## config.mk

```make
export PLATFORM = sky130hd
export DESIGN_NAME = dma_burst_scheduler_flat
export DESIGN_NICKNAME = d
export VERILOG_FILES = /design/src/rtl/dma_burst_scheduler_if.sv /design/src/rtl/dma_burst_scheduler.sv /design/src/flat_wrapper.sv
export SDC_FILE = /design/constraint.sdc
export NUM_CORES = 1
export LEC_CHECK = 0
export ABC_AREA = 1
export CAP_MARGIN = 20
export CORE_MARGIN = 2
export CORE_UTILIZATION = 40
export CTS_BUF_LIST = sky130_fd_sc_hd__clkbuf_4
export CTS_CLUSTER_DIAMETER = 40
export DETAILED_ROUTE_END_ITERATION = 16
export MAX_ROUTING_LAYER = met4
export PLACE_DENSITY = 0.67
export RECOVER_POWER = 25
export SYNTH_ARGS = -nofsm -noshare
export SYNTH_HDL_FRONTEND = slang
export SYNTH_SLANG_ARGS = --single-unit
```

## constraint.sdc

```tcl
create_clock -name clk -period 1.4 [get_ports clk]
set_input_delay 0.42 -clock clk [delete_from_list [all_inputs] [get_ports clk]]
set_output_delay 0.42 -clock clk [all_outputs]
set_load 0.03 [all_outputs]
```

## src/rtl/dma_burst_scheduler_if.sv

```systemverilog
// Grant bus between the per-channel request logic and the burst scheduler.
// DMA_SCHED_TIMEOUT_EN adds the timeout_err stall-abort pulse.
interface dma_burst_scheduler_if #(
   parameter int NUM_CHAN = 4
);
   localparam int IDW = (NUM_CHAN > 1) ? $clog2(NUM_CHAN) : 1;

   logic [NUM_CHAN-1:0] req;
   logic                beat_done;
   logic [NUM_CHAN-1:0] grant;
   logic                grant_valid;
   logic [IDW-1:0]      grant_id;
   logic                burst_end;
`ifdef DMA_SCHED_TIMEOUT_EN
   logic                timeout_err;

   modport master (
      input  req, beat_done,
      output grant, grant_valid, grant_id, burst_end, timeout_err
   );
   modport slave (
      output req, beat_done,
      input  grant, grant_valid, grant_id, burst_end, timeout_err
   );
`else
   modport master (
      input  req, beat_done,
      output grant, grant_valid, grant_id, burst_end
   );
   modport slave (
      output req, beat_done,
      input  grant, grant_valid, grant_id, burst_end
   );
`endif
endinterface

```

## src/rtl/dma_burst_scheduler.sv

```systemverilog
// Burst-locked round-robin scheduler for the shared AHB master datapath.
// Optional stall abort enabled by defining DMA_SCHED_TIMEOUT_EN.
module dma_burst_scheduler #(
   parameter int NUM_CHAN  = 4,
   parameter int BURST_LEN = 4,
   parameter int TIMEOUT   = 64
) (
   input logic                  clk,
   input logic                  rst_n,
   dma_burst_scheduler_if.master bus
);
   localparam int IDW = (NUM_CHAN > 1) ? $clog2(NUM_CHAN) : 1;
   localparam int CW  = (BURST_LEN > 1) ? $clog2(BURST_LEN + 1) : 1;

   if (NUM_CHAN < 2 || BURST_LEN < 1 || TIMEOUT < 2) begin : g_param_check
      $error("dma_burst_scheduler: illegal parameter set");
   end

   typedef enum logic {ST_IDLE, ST_BURST} state_t;

   state_t              state_q;
   logic [IDW-1:0]      last_q;
   logic [CW-1:0]       beat_cnt_q;
   logic [NUM_CHAN-1:0] grant_q;
   logic                grant_valid_q;
   logic [IDW-1:0]      grant_id_q;
   logic                burst_end_q;

   logic                pick_found_d;
   logic [IDW-1:0]      pick_idx_d;
   logic [NUM_CHAN-1:0] pick_grant_d;
   logic                last_beat_d;
   logic                full_done_d;
   logic                early_rel_d;
   logic                timeout_d;
   logic                release_d;

`ifdef DMA_SCHED_TIMEOUT_EN
   localparam int SW = $clog2(TIMEOUT);
   logic [SW-1:0]       stall_q;
   logic                timeout_err_q;
`endif

   // Descending scan so the nearest channel after last_q is the final writer.
   always_comb begin
      logic [IDW-1:0] cand;
      cand         = '0;
      pick_found_d = 1'b0;
      pick_idx_d   = '0;
      for (int i = NUM_CHAN; i >= 1; i--) begin
         cand = IDW'((int'(last_q) + i) % NUM_CHAN);
         if (bus.req[cand]) begin
            pick_found_d = 1'b1;
            pick_idx_d   = cand;
         end
      end
      pick_grant_d             = '0;
      pick_grant_d[pick_idx_d] = pick_found_d;
   end

   always_comb begin
      last_beat_d = (beat_cnt_q == CW'(BURST_LEN - 1));
      full_done_d = (state_q == ST_BURST) && bus.beat_done && last_beat_d;
      early_rel_d = (state_q == ST_BURST) && !full_done_d && !bus.req[grant_id_q];
`ifdef DMA_SCHED_TIMEOUT_EN
      timeout_d   = (state_q == ST_BURST) && !full_done_d && !early_rel_d &&
                    !bus.beat_done && (stall_q == SW'(TIMEOUT - 1));
`else
      timeout_d   = 1'b0;
`endif
      release_d   = full_done_d || early_rel_d || timeout_d;
   end

   always_ff @(posedge clk) begin
      if (!rst_n) begin
         state_q       <= ST_IDLE;
         last_q        <= IDW'(NUM_CHAN - 1);
         beat_cnt_q    <= '0;
         grant_q       <= '0;
         grant_valid_q <= 1'b0;
         grant_id_q    <= '0;
         burst_end_q   <= 1'b0;
`ifdef DMA_SCHED_TIMEOUT_EN
         stall_q       <= '0;
         timeout_err_q <= 1'b0;
`endif
      end else begin
         burst_end_q <= 1'b0;
`ifdef DMA_SCHED_TIMEOUT_EN
         timeout_err_q <= 1'b0;
`endif
         case (state_q)
            ST_IDLE: begin
               if (pick_found_d) begin
                  state_q       <= ST_BURST;
                  last_q        <= pick_idx_d;
                  beat_cnt_q    <= '0;
                  grant_q       <= pick_grant_d;
                  grant_valid_q <= 1'b1;
                  grant_id_q    <= pick_idx_d;
`ifdef DMA_SCHED_TIMEOUT_EN
                  stall_q       <= '0;
`endif
               end
            end
            ST_BURST: begin
               if (release_d) begin
                  state_q       <= ST_IDLE;
                  grant_q       <= '0;
                  grant_valid_q <= 1'b0;
                  grant_id_q    <= '0;
                  burst_end_q   <= full_done_d;
`ifdef DMA_SCHED_TIMEOUT_EN
                  timeout_err_q <= timeout_d;
`endif
               end
               // An early-release beat is still counted; the counter is reloaded on the next grant anyway.
               if (full_done_d) begin
                  beat_cnt_q <= '0;
               end else if (bus.beat_done) begin
                  beat_cnt_q <= beat_cnt_q + CW'(1);
               end
`ifdef DMA_SCHED_TIMEOUT_EN
               if (bus.beat_done || release_d) begin
                  stall_q <= '0;
               end else begin
                  stall_q <= stall_q + SW'(1);
               end
`endif
            end
            default: state_q <= ST_IDLE;
         endcase
      end
   end

   assign bus.grant       = grant_q;
   assign bus.grant_valid = grant_valid_q;
   assign bus.grant_id    = grant_id_q;
   assign bus.burst_end   = burst_end_q;
`ifdef DMA_SCHED_TIMEOUT_EN
   assign bus.timeout_err = timeout_err_q;
`endif

endmodule

```

## src/flat_wrapper.sv

```systemverilog
// flat-port wrapper written by rule: the top's interface ports become plain ports
module dma_burst_scheduler_flat 
#(
   parameter int NUM_CHAN  = 4,
   parameter int BURST_LEN = 4,
   parameter int TIMEOUT   = 64
)
  (clk, rst_n, bus_req, bus_beat_done, bus_grant, bus_grant_valid, bus_grant_id, bus_burst_end);
  dma_burst_scheduler_if #(.NUM_CHAN(NUM_CHAN)) bus_i ();
  input logic clk;
  input logic rst_n;
  input wire logic [$bits(bus_i.req)-1:0] bus_req;
  input wire logic [$bits(bus_i.beat_done)-1:0] bus_beat_done;
  output wire logic [$bits(bus_i.grant)-1:0] bus_grant;
  output wire logic [$bits(bus_i.grant_valid)-1:0] bus_grant_valid;
  output wire logic [$bits(bus_i.grant_id)-1:0] bus_grant_id;
  output wire logic [$bits(bus_i.burst_end)-1:0] bus_burst_end;
  assign bus_i.req = bus_req;
  assign bus_i.beat_done = bus_beat_done;
  assign bus_grant = bus_i.grant;
  assign bus_grant_valid = bus_i.grant_valid;
  assign bus_grant_id = bus_i.grant_id;
  assign bus_burst_end = bus_i.burst_end;
  dma_burst_scheduler #(.NUM_CHAN(NUM_CHAN), .BURST_LEN(BURST_LEN), .TIMEOUT(TIMEOUT)) u_core (.clk(clk), .rst_n(rst_n), .bus(bus_i));
endmodule
```

* Yosys cells after proc, flatten, opt, wreduce, memory -nomap -nowiden
Cells that the tools add are included.
** Storage, ports and cells
- Register bits :: 14
- Bits of input ports :: 7
- Word-level logic and storage cells :: 73
- Output and inout port bits :: 8
** Operators by class
- Bitwise logic cells :: 2
- Muxes and demuxes :: 36
- Equal/unequal tests :: 4
- Add/subtract/negate cells :: 5
- Magnitude comparators :: 7
- Reduce and logical (&&, ||, !) cells :: 12
** Operators with widths (count)
- $lt A2 B3 Y1 const B :: 6
- $mux W1 :: 14
- $mux W2 :: 6
- $bmux W1 S2 :: 5
- $mux W3 :: 3
- $mux W4 :: 2
- $pmux W4 S2 :: 1
- $pmux W3 S2 :: 1
- $reduce_and A2 Y1 :: 3
- $logic_and A1 B1 Y1 :: 5
- $add A2 B1 Y2 const B :: 2
- $add A2 B2 Y2 const B :: 2
- $and A4 B4 Y4 :: 1
- $pmux W1 S2 :: 2
- $pmux W2 S2 :: 1
- $add A3 B1 Y3 const B :: 1
- $eq A3 B2 Y1 const B :: 1
- $ne A3 B3 Y1 const B :: 1
- $reduce_and A3 Y1 :: 1
- $demux W1 S2 :: 1
- $ge A2 B1 Y1 const B :: 1
- $logic_not A1 Y1 :: 2
- $ne A2 B1 Y1 const B :: 1
- $ne A2 B2 Y1 const B :: 1
- 2 further kinds :: 2

* Longest topological paths before layout
Gate-level depths: netlist of run 1.
- Depth after elaboration :: 14
- Gate-level depth with buffers :: 11
- Depth with buffers taken out :: 11

* Worst setup path after synthesis of run 1
Ideal clock, no wire load.
- Path kind :: register to register
- Start point :: register u_core.last_q[0]
- End point :: register u_core.beat_cnt_q[1]
- Arrival :: 1280 ps
- Clock period less this slack :: 1397 ps
- Data required time :: 1283 ps
- Library setup time :: 117 ps
- Cell stages (with the launch flop) :: 12
- Slack :: 3 ps
- Buffers on the path :: 0
- Cell sequence :: dfxtp_1 inv_2 nand2_2 nand2_2 nor2_2 nand3_2 nor2_4 nor2_4 inv_2 nand2_1 o21ai_0 nor2_1
** Between the ends
- Cells in the longest elaborated chain, start to end :: 9
- Elaborated cells on any way between the ends :: 18
- Classes of those cells :: add/sub (4); eq/ne (1); mux (12); reduce/logical (1)
** Ends and longest elaborated chain
- start: declaration :: RTL line dma_burst_scheduler.sv:22 : logic [IDW-1:0] last_q;
- start signal: assignment :: RTL line dma_burst_scheduler.sv:77 : last_q <= IDW'(NUM_CHAN - 1);
- start signal: assignment :: RTL line dma_burst_scheduler.sv:96 : last_q <= pick_idx_d;
- $add A2 B1 Y2 :: RTL line dma_burst_scheduler.sv:51 : cand = IDW'((int'(last_q) + i) % NUM_CHAN);
- $bmux W1 S2 :: RTL line dma_burst_scheduler.sv:52 : if (bus.req[cand]) begin
- $mux W1 (not written as such) :: RTL line dma_burst_scheduler.sv:52
- $mux W1 (3 in series) :: RTL line dma_burst_scheduler.sv:52
- $mux W1 * :: RTL line dma_burst_scheduler.sv:52
- $ne A2 B1 Y1 (no source line) *
- $reduce_and A2 Y1 (no source line) *
- end signal: assignment :: RTL line dma_burst_scheduler.sv:121 : beat_cnt_q <= beat_cnt_q + CW'(1);
- end: declaration :: RTL line dma_burst_scheduler.sv:23 : logic [CW-1:0] beat_cnt_q;
Every way passes the cells marked *; elsewhere a longest branch is shown, timed or not. The select of a mux whose other input is x is not followed.
A chain may end at the register's enable or synchronous reset.

* Worst setup path in the final report of run 1
- Start point :: register u_core.last_q[0]
- End point :: register u_core.grant_q[2], in the netlist u_core.bus.grant[2]
** Between the ends
- Cells in the longest elaborated chain, start to end :: 14
- Elaborated cells on any way between the ends :: 30
- Classes of those cells :: add/sub (4); order compare (2); eq/ne (1); mux (20); bitwise (1); reduce/logical (2)
** Ends and longest elaborated chain
- $add A2 B1 Y2 :: RTL line dma_burst_scheduler.sv:51
- $bmux W1 S2 :: RTL line dma_burst_scheduler.sv:52
- $mux W1 (not written as such) :: RTL line dma_burst_scheduler.sv:52
- $mux W2 (4 in series) :: RTL line dma_burst_scheduler.sv:52
- $lt A2 B3 Y1 (not written as such) / $ge A2 B1 Y1 (equally long branches) :: RTL line dma_burst_scheduler.sv:58 : pick_grant_d[pick_idx_d] = pick_found_d;
- $logic_and A1 B1 Y1 (not written as such) :: RTL line dma_burst_scheduler.sv:58
- $mux W1 (not written as such) :: RTL line dma_burst_scheduler.sv:58
- $demux W1 S2
- $and A4 B4 Y4 (no source line)
- $mux W4 :: RTL line dma_burst_scheduler.sv:94 : if (pick_found_d) begin
- $pmux W4 S2 :: RTL line dma_burst_scheduler.sv:92 : case (state_q)
- end signal: assignment :: RTL line dma_burst_scheduler.sv:98 : grant_q <= pick_grant_d;
- end: declaration :: RTL line dma_burst_scheduler.sv:24 : logic [NUM_CHAN-1:0] grant_q;
Parallel ways exist; a longest one is shown, timed or not. The select of a mux whose other input is x is not followed.

==> results of run 1 <==
==> layer usage <==
| layer | GRT usage [%] | share of wire [%] | vias to the layer above |
|---|---|---|---|
| met5 | - | 0 | - |
| met4 | 9.048 | 1.8 | 0 |
| met1 | 20.88 | 39 | 421 |
| met3 | 2.147 | 1.6 | 6 |
| li1 | - | - | 482 |
| met2 | 38.13 | 58 | 11 |
==> cells in the mapped netlist (all sizes together) <==
master / number
a21oi: 10
dfxtp: 14
ha: 1
inv: 13
nand2: 51
nand3: 9
nand4: 2
nor2: 13
nor3: 2
o211ai: 3
o21ai: 5
xor2: 1
==> through the flow <==
| stage | worst slack, ns | cells | util, % | hold WS, ns | TNS [ns] |
|---|---|---|---|---|---|
| global placement | -0.5325 | 181 | 55.93 | 0.4536 | -6.179 |
| detailed placement | -0.5549 | 181 | 55.93 | 0.4557 | -6.373 |
| CTS | -0.04552 | 188 | 61.66 | 0.4648 | -0.2608 |
| global route | -0.1679 | 191 | 67.27 | 0.4816 | -1.598 |
| floorplan | 0.002993 | 124 | - | 0.4940 | 0 |
| finish | -0.05981 | 191 | 67.27 | 0.4610 | -0.4765 |
==> cell families (layout without fill, tap and decap cells) <==
logic type | after synthesis | in the layout | share of synthesized area (%)
DFF | 14 | 14 | 34.62
and+or+nand+nor | 77 | 77 | 44.20
xor gates and xnor gates | 1 | 1 | 1.082
AOI/OAI and AO/OA | 18 | 18 | 12.52
adders and majority gates | 1 | 1 | 1.545
buffers and inverters | 13 | 53 | 6.028
==> repair_timing <==
item	in CTS	in global routing
buffers inserted	3	3
setup endpoints to repair	14	14
pin swaps	19	19
resized for setup	30	31
==> power groups by stage <==
stage | Sequential [W] | Combinational [W] | Clock [W]
2_1_floorplan | 0.000822 | 0.000915 | 0
3_3_place_gp | 0.000675 | 0.00158 | 0
3_5_place_dp | 0.000679 | 0.00160 | 0
4_1_cts | 0.000698 | 0.00179 | 0.000241
5_1_grt | 0.000747 | 0.00227 | 0.000255
6_report | 0.000724 | 0.00206 | 0.000236
==> path summary, 6_finish.rpt <==
kind / to / slack [ns] / depth (start not counted)
setup / recovery: u_core.bus.grant[2]$_SDFFE_PN0P_ / -0.06 / 10
hold / removal: u_core.bus.grant[3]$_SDFFE_PN0P_ / 0.46 / 2
setup reg to reg: u_core.bus.grant[2]$_SDFFE_PN0P_ / -0.06 / 10
hold reg to reg: u_core.bus.grant[3]$_SDFFE_PN0P_ / 0.46 / 2
==> state kept, by name, indices dropped and copies added (netlist names) <==
register and flops:
u_core.state_q 1, u_core.bus.burst_end 1, u_core.beat_cnt_q 3, u_core.bus.grant_valid 1
u_core.bus.grant 4, u_core.bus.grant_id 2, u_core.last_q 2
==> critical path, stage by stage, from the launching register on <==
cell and delay [ns]:
dfxtp_4 0.39, buf_6 0.13, nand2_4 0.07, nand2_4 0.06, nand2_2 0.10, nand2_4 0.07
nor2_4 0.14, nor2_4 0.07, nor2_4 0.14, nand2_1 0.07, a21oi_1 0.13
==> area by class of cell <==
type | instances | area share [%]
repair buffers | 36 | 21.84
clock buffers | 3 | 1.724
well taps | 27 | 2.586
clock inverters | 1 | 0.2874
multi-input cells | 97 | 47.13
flip-flops and latches | 14 | 22.13
inverters | 13 | 4.310
==> impl_metrics.yaml, run 1 <==
cts:
  cts_tree: "yes"
  cts_made_buffers: 3
  cts.clk_slew.worst_paths_ns: 0.09
  cts_root_buf: "clkbuf_4"
  clk_path_buf_depth: 2
  ctsHoldBuffers: 0
  htree_levels: 1
  clk_latency_ns: 0.28
  cts.sinks: 14
final_layout:
  fill_cells: 172
  drive_gt1_share_pct: 46.34
  register_area_um2: 289.0
  final_nets: 173
  syn2layout_area_growth_pct: 61.36
  antenna_cells: 0
  final_cell_mix: "nand2_1, buf_4, nand2_2"
  multiInputGateArea_um2: 615.6
  postLayoutCellArea_um2: 1306
yosys:
  synth-seq-cells: 14
  synth_seq_area_share_pct: 34.62
  synthCells: 124
  ys.warnings.count: 0
  syn_nets: 132
  syn_area_um2: 809.5
  synth_area_leaders: "dfxtp_1, nand2_1, nand2_2"
  synth.avg_cell_area_um2: 6.528
  synth_top_area_share_pct: 34.62
  synth_top_cell_by_area: "dfxtp_1"
  synthDistinctLibCells: 18
drt:
  postRouteAntennaNets: 0
  num_vias: 920
  routedWlPerCell_um: 11.93
  first_pass_iters: 4
  drt_iter0_markers: 19
  drc: 0
  post_drt_via_cell_ratio: 4.817
  routed_wl_um: 2279
outcome:
  run_status: "finished, violations left"
  violations: "setup timing"
die:
  coreArea_um2: 1942
  die_w_um: 48.99
  rows: 16
  die_area_um2: 2400
  fp.dieH_um: 48.99
  start_util_pct: 41.69
  ios: 15
sta:
  max_slew_margin_pct: 82.76
  setup_violations: 11
  fin_crit_ns: 1.460
  worst_pin_slew_ns: 0.2583
  worst_slack_ns: -0.05981
  skew_ns: 0.005963
  slew_viol_final: 0
  rsz0062_at_grt: "true"
  fin_crit_sh_pct: 104.3
  max_freq_mhz: 685.0
  hold_violations: 0
global_routing:
  grt_pass1_vias: 918
  grt_overflow: 0
  gr-usage-all-layers_pct: 20.19
  grt_start_max_net_pins: 9
  antenna_found_initial: 0
  grt_pass1_wl_um: 3684
place:
  placed_cell_area_um2: 1086
  gp_congestion: 0.7913
  numPortBuffers: 14
  place_hpwl_um: 1542
setup_path:
  setup.worst_path.start: "u_core.last_q[0]$_SDFFE_PN1P_"
  required_ns: 1.62
  crit_path_start_kind: "flop"
  worstPathArrival_ns: 1.68
  path_class: "reg2reg"
  crit_fanout: 6
  cp-end-kind: "flop"
  r2r-start: "u_core.last_q[0]$_SDFFE_PN1P_"
power:
  power_w: 0.003015
  p_int_w: 0.001520
  p_switching_w: 0.001495
  pwr-share-comb_pct: 68.2
  leakage_nw: 0.6433
  clkPwrFrac_pct: 7.8
  sw_frac_of_total_pct: 49.58
  seqPwrFrac_pct: 24.0
  cellPowerDensity_nw_per_um2: 2308
  vdd_drop_max_v: 0.001607
min_path:
  worstHoldStart: "u_core.bus.grant[3]$_SDFFE_PN0P_"
  hp-class: "reg2reg"
job:
  drv_cap: 0
Note: power is estimated with default switching activity, not from simulation.
==> inputs of run 2 (changes only) <==
CORE_ASPECT_RATIO = 0.8   (was default)
CTS_BUF_LIST = sky130_fd_sc_hd__clkbuf_8   (was sky130_fd_sc_hd__clkbuf_4)
==> impl_metrics.yaml, run 2 (synthesis results as in run 1) <==
sta:
  hold_violations: 0
  worst_pin_slew_ns: 0.3576
  fin_crit_sh_pct: 113.2
  max_slew_margin_pct: 76.26
  skew_ns: 0.004965
  worst_slack_ns: -0.1851
  slew_viol_final: 0
  max_freq_mhz: 630.9
  setup_tns_ns: -1.326
  setup_violations: 11
  rsz0062_at_grt: "true"
  fin_crit_ns: 1.585
die:
  ios: 15
  start_util_pct: 42.79
  rows: 14
  die_w_um: 54.30
  coreArea_um2: 1892
  die_area_um2: 2402
  fp.dieH_um: 44.24
cts:
  clk_path_buf_depth: 2
  cts_tree: "yes"
  cts_made_buffers: 3
  clk_latency_ns: 0.25
  cts.clk_slew.worst_paths_ns: 0.06
  cts.sinks: 14
  cts_root_buf: "clkbuf_8"
  htree_levels: 1
global_routing:
  grt_pass1_wl_um: 3870
  grt_pass1_vias: 908
  gr-usage-all-layers_pct: 23.16
  grt_overflow: 0
  antenna_found_initial: 0
  grt_start_max_net_pins: 9
drt:
  postRouteAntennaNets: 0
  num_vias: 1031
  routedWlPerCell_um: 14.86
  routed_wl_um: 2808
  post_drt_via_cell_ratio: 5.455
  drt_iter0_markers: 35
  drc: 0
  first_pass_iters: 5
setup_path:
  r2r_slack_ns: -0.19
  path_common_cell: "nor2_4"
  critPathCapture: "u_core.bus.grant_id[0]$_SDFFE_PN0P_"
  slowest_stage: "dfxtp_4"
  r2r-end: "u_core.bus.grant_id[0]$_SDFFE_PN0P_"
  crit_fanout: 8
  crit_chain: "inv_8 -> nand2_1 -> nand2_4 -> nand2_2 -> nand2_4 -> nor2_4 -> nor2_4 -> nor2_4 -> nand2_1 -> a21oi_1"
  setup.worst_path.start: "u_core.last_q[0]$_SDFFE_PN1P_"
  max_stage_delay_ns: 0.42
  rr_worst_depth: 10
  r2r-start: "u_core.last_q[0]$_SDFFE_PN1P_"
  required_ns: 1.58
  crit_path_start_kind: "flop"
  path_class: "reg2reg"
  worstPathArrival_ns: 1.77
  cp-end-kind: "flop"
outcome:
  violations: "setup timing"
  run_status: "finished, violations left"
final_layout:
  final_nets: 174
  antenna_cells: 0
  drive_gt1_share_pct: 50.91
  fin_util_pct: 72.09
  postLayoutCellArea_um2: 1364
  syn2layout_area_growth_pct: 68.47
  final_common_cell: "buf_4"
  largest_reg_flops: 4
  final_cell_mix: "buf_4, nand2_2, nand2_1"
place:
  numPortBuffers: 14
  gp_congestion: 0.9050
  place_hpwl_um: 1569
  placed_cell_area_um2: 1065
power:
  cellPowerDensity_nw_per_um2: 2474
  vdd_drop_max_v: 0.001753
  leakage_nw: 0.6571
min_path:
  hold_path_depth: 2
  worstHoldStart: "u_core.bus.grant[0]$_SDFFE_PN0P_"
  hp-class: "reg2reg"
job:
  drv_cap: 0
==> run 2: cell type report <==
class | instances | area, um^2
Fill cell | 136 | 528.0
Sequential cell | 14 | 285.3
Inverter | 13 | 56.30
Multi-Input combinational cell | 97 | 639.4
Timing Repair Buffer | 37 | 297.8
Clock buffer | 4 | 55.05
Tap cell | 24 | 30.03
==> run 2: worst min path at each step <==
stage,endpoint,slack (ns)
6_report,u_core.bus.grant[0]$_SDFFE_PN0P_,0.47
5_1_grt,u_core.bus.grant[0]$_SDFFE_PN0P_,0.49
3_3_place_gp,u_core.bus.grant[0]$_SDFFE_PN0P_,0.45
2_1_floorplan,u_core.beat_cnt_q[1]$_SDFFE_PN0P_,0.49
4_1_cts,u_core.bus.grant[1]$_SDFFE_PN0P_,0.47
3_5_place_dp,u_core.bus.grant[1]$_SDFFE_PN0P_,0.46
==> run 2: power breakdown <==
group	leakage, nW	internal (W)	total [W]	switching, W
logic	0.513	0.000903	0.00224	0.00134
clock network	0.0288	0.000250	0.000405	0.000156
registers	0.115	0.000564	0.000725	0.000162
==> run 2: critical path, delay by kind of cell, from the launching register on <==
kind / cells / cell delay, ns
AOI/OAI and AO/OA: 1 / 0.15
buffers and inverters: 1 / 0.07
DFF: 1 / 0.42
and+or+nand+nor: 8 / 0.86
==> run 2: timing repair <==
item / in CTS / in global routing
buffers inserted: 8 / 1
setup endpoints to repair: 13 / 12
hold buffers: 0 / 0
pin swaps: 22 / 21
gates resized for setup: 36 / 30
==> run 2: metrics by stage <==
step,hold WS (ns),instances,setup WS [ns],power (W)
2_1_floorplan,0.4940,124,0.002993,0.001737
3_3_place_gp,0.4523,176,-0.5356,0.002243
3_5_place_dp,0.4621,176,-0.5756,0.002280
4_1_cts,0.4681,188,-0.1071,0.002976
5_1_grt,0.4866,189,-0.2641,0.003560
6_report,0.4671,189,-0.1851,0.003374
==> run 2: metal layers <==
layer  vias up  routed length [um]  part of all wire [%]  GRT usage [%]
met5         -                   0                     0              -
met4         0                  92                   3.3          8.500
met3        12                 192                   6.8          7.770
met2        49                1330                    47          34.94
met1       479                1192                    42          28.63
li1        491                   -                     -              -
==> inputs of run 3 (changes only) <==
CORE_ASPECT_RATIO = default   (was 0.8)
CORE_UTILIZATION = 47   (was 40)
PLACE_DENSITY = 0.77   (was 0.67)
SLEW_MARGIN = 10   (was default)
==> impl_metrics.yaml, run 3 (synthesis results as in run 1) <==
power:
  vdd_drop_max_v: 0.001853
  cellPowerDensity_nw_per_um2: 2483
  sw_frac_of_total_pct: 49.75
  leakage_nw: 0.6392
  clkPwrFrac_pct: 10.3
  p_int_w: 0.001652
  p_switching_w: 0.001635
  pwr-share-comb_pct: 67.8
  seqPwrFrac_pct: 21.8
outcome:
  run_status: "finished, violations left"
  violations: "setup timing"
min_path:
  worstHoldStart: "u_core.bus.grant[2]$_SDFFE_PN0P_"
  hp-class: "reg2reg"
  hold_path_depth: 2
  hold_end: "u_core.bus.grant[2]$_SDFFE_PN0P_"
place:
  gp_congestion: 0.9225
  place_hpwl_um: 1693
  dp_slack_ns: -0.5523
  numPortBuffers: 14
  placed_cell_area_um2: 1062
  place_inst: 169
setup_path:
  crit_chain: "clkdlybuf4s15_1 -> nand2_1 -> nand2_2 -> nand2_2 -> nand2_4 -> nor2_4 -> nor2_4 -> nor2_4 -> nand2_1 -> a21oi_1"
  path_class: "in2reg"
  slowest_stage: "clkdlybuf4s15_1"
  r2r-end: "u_core.bus.grant_id[0]$_SDFFE_PN0P_"
  max_stage_delay_ns: 0.27
  rr_worst_depth: 10
  cp-end-kind: "flop"
  r2r-start: "u_core.last_q[0]$_SDFFE_PN1P_"
  crit_path_start_kind: "primary input"
  path_common_cell: "nor2_4"
  worstPathArrival_ns: 1.78
  r2r_slack_ns: -0.20
  crit_fanout: 6
  required_ns: 1.58
job:
  drv_cap: 0
final_layout:
  final_cell_mix: "buf_4, nand2_1, nand2_2"
  drive_gt1_share_pct: 48.48
  final_nets: 175
  layoutNonFillerInstCount: 181
  antenna_cells: 0
  syn2layout_area_growth_pct: 63.52
  postLayoutCellArea_um2: 1324
  final_common_cell: "buf_4"
  fin_util_pct: 84.91
  largest_reg_flops: 4
die:
  ios: 15
  start_util_pct: 51.93
  coreArea_um2: 1559
  rows: 14
  fp.dieH_um: 45.50
  die_area_um2: 2070
  die_w_um: 45.50
drt:
  postRouteAntennaNets: 0
  first_pass_iters: 4
  routedWlPerCell_um: 16.07
  drc: 0
  routed_wl_um: 2909
  post_drt_via_cell_ratio: 5.608
  drt_iter0_markers: 34
  num_vias: 1015
sta:
  rsz0062_at_grt: "true"
  setup_tns_ns: -1.570
  max_slew_margin_pct: 75.51
  slew_viol_final: 0
  fin_crit_sh_pct: 114.7
  fin_crit_ns: 1.606
  max_freq_mhz: 622.7
  skew_ns: 0.003404
  worst_slack_ns: -0.2058
  setup_violations: 12
  hold_violations: 0
  worst_pin_slew_ns: 0.3669
global_routing:
  grt_overflow: 0
  gr-usage-all-layers_pct: 27.29
  grt_pass1_wl_um: 3919
  antenna_found_initial: 0
  grt_start_max_net_pins: 9
  grt_pass1_vias: 945
cts:
  cts_tree: "yes"
  ctsHoldBuffers: 0
  cts.sinks: 14
  cts.clk_slew.worst_paths_ns: 0.06
  cts_made_buffers: 3
  clk_path_buf_depth: 2
  htree_levels: 1
  cts_root_buf: "clkbuf_8"
  clk_latency_ns: 0.25
run 3: cell count changes in the layout (fill, tap and decap cells not counted), sizes merged:
cell          before  now
buf               29   30
clkbuf             6    5
dlymetal6s2s       0    1
dlygate4sd2        3    2
run 3: worst max-delay path by stage:
stage	startpoint	end	slack, ns	depth (start not counted)
final	bus_req[3]	u_core.bus.grant_id[0]$_SDFFE_PN0P_	-0.21	10
after global routing	u_core.last_q[0]$_SDFFE_PN1P_	u_core.bus.grant_id[0]$_SDFFE_PN0P_	-0.26	10
after CTS	u_core.last_q[0]$_SDFFE_PN1P_	u_core.bus.grant_id[1]$_SDFFE_PN0P_	-0.14	10
after detailed placement	bus_req[3]	u_core.beat_cnt_q[0]$_SDFFE_PN0P_	-0.55	11
after global placement	bus_req[3]	u_core.beat_cnt_q[0]$_SDFFE_PN0P_	-0.52	11
after floorplan	u_core.last_q[0]$_SDFFE_PN1P_	u_core.beat_cnt_q[1]$_SDFFE_PN0P_	0.003	11
run 3: critical path: cells and delay by family:
family,cells,cell delay [ns]
and+or+nand+nor,8,0.88
buffers and inverters,1,0.27
AOI/OAI and AO/OA,1,0.18
run 3: what timing repair did:
action,CTS,global route
endpoints found under the setup margin,13,13
hold endpoints to repair,0,0
setup buffers,7,2
resized for setup,17,38
pin swaps,13,22
run 3: area by class of cell:
class / instances / area (um^2)
timing repair buffer: 38 / 307.8
sequential: 14 / 287.8
multi-input combinational: 97 / 615.6
inverter: 13 / 51.30
tap: 16 / 20.02
fill: 82 / 235.2
clock buffer: 3 / 41.29
run 3: power groups by stage:
stage | clock network (W) | logic, W | registers (W)
finish | 0.000339 | 0.00223 | 0.000718
floorplan | 0 | 0.000915 | 0.000822
global placement | 0 | 0.00158 | 0.000673
CTS | 0.000337 | 0.00178 | 0.000692
detailed placement | 0 | 0.00162 | 0.000686
global route | 0.000355 | 0.00237 | 0.000724
run 3: through the flow:
step | hold WS (ns) | total power [W]
floorplan | 0.4940 | 0.001737
global placement | 0.4518 | 0.002254
detailed placement | 0.4544 | 0.002302
CTS | 0.4633 | 0.002813
global route | 0.4752 | 0.003446
finish | 0.4662 | 0.003287
run 3: layer usage:
| metal | vias to the layer above | wire (um) | global-route usage, % |
|---|---|---|---|
| met3 | 17 | 165 | 7.540 |
| met4 | 0 | 131 | 14.12 |
| met2 | 48 | 1479 | 46.48 |
| met5 | - | 0 | - |
| met1 | 467 | 1132 | 28.26 |
| li1 | 483 | - | - |
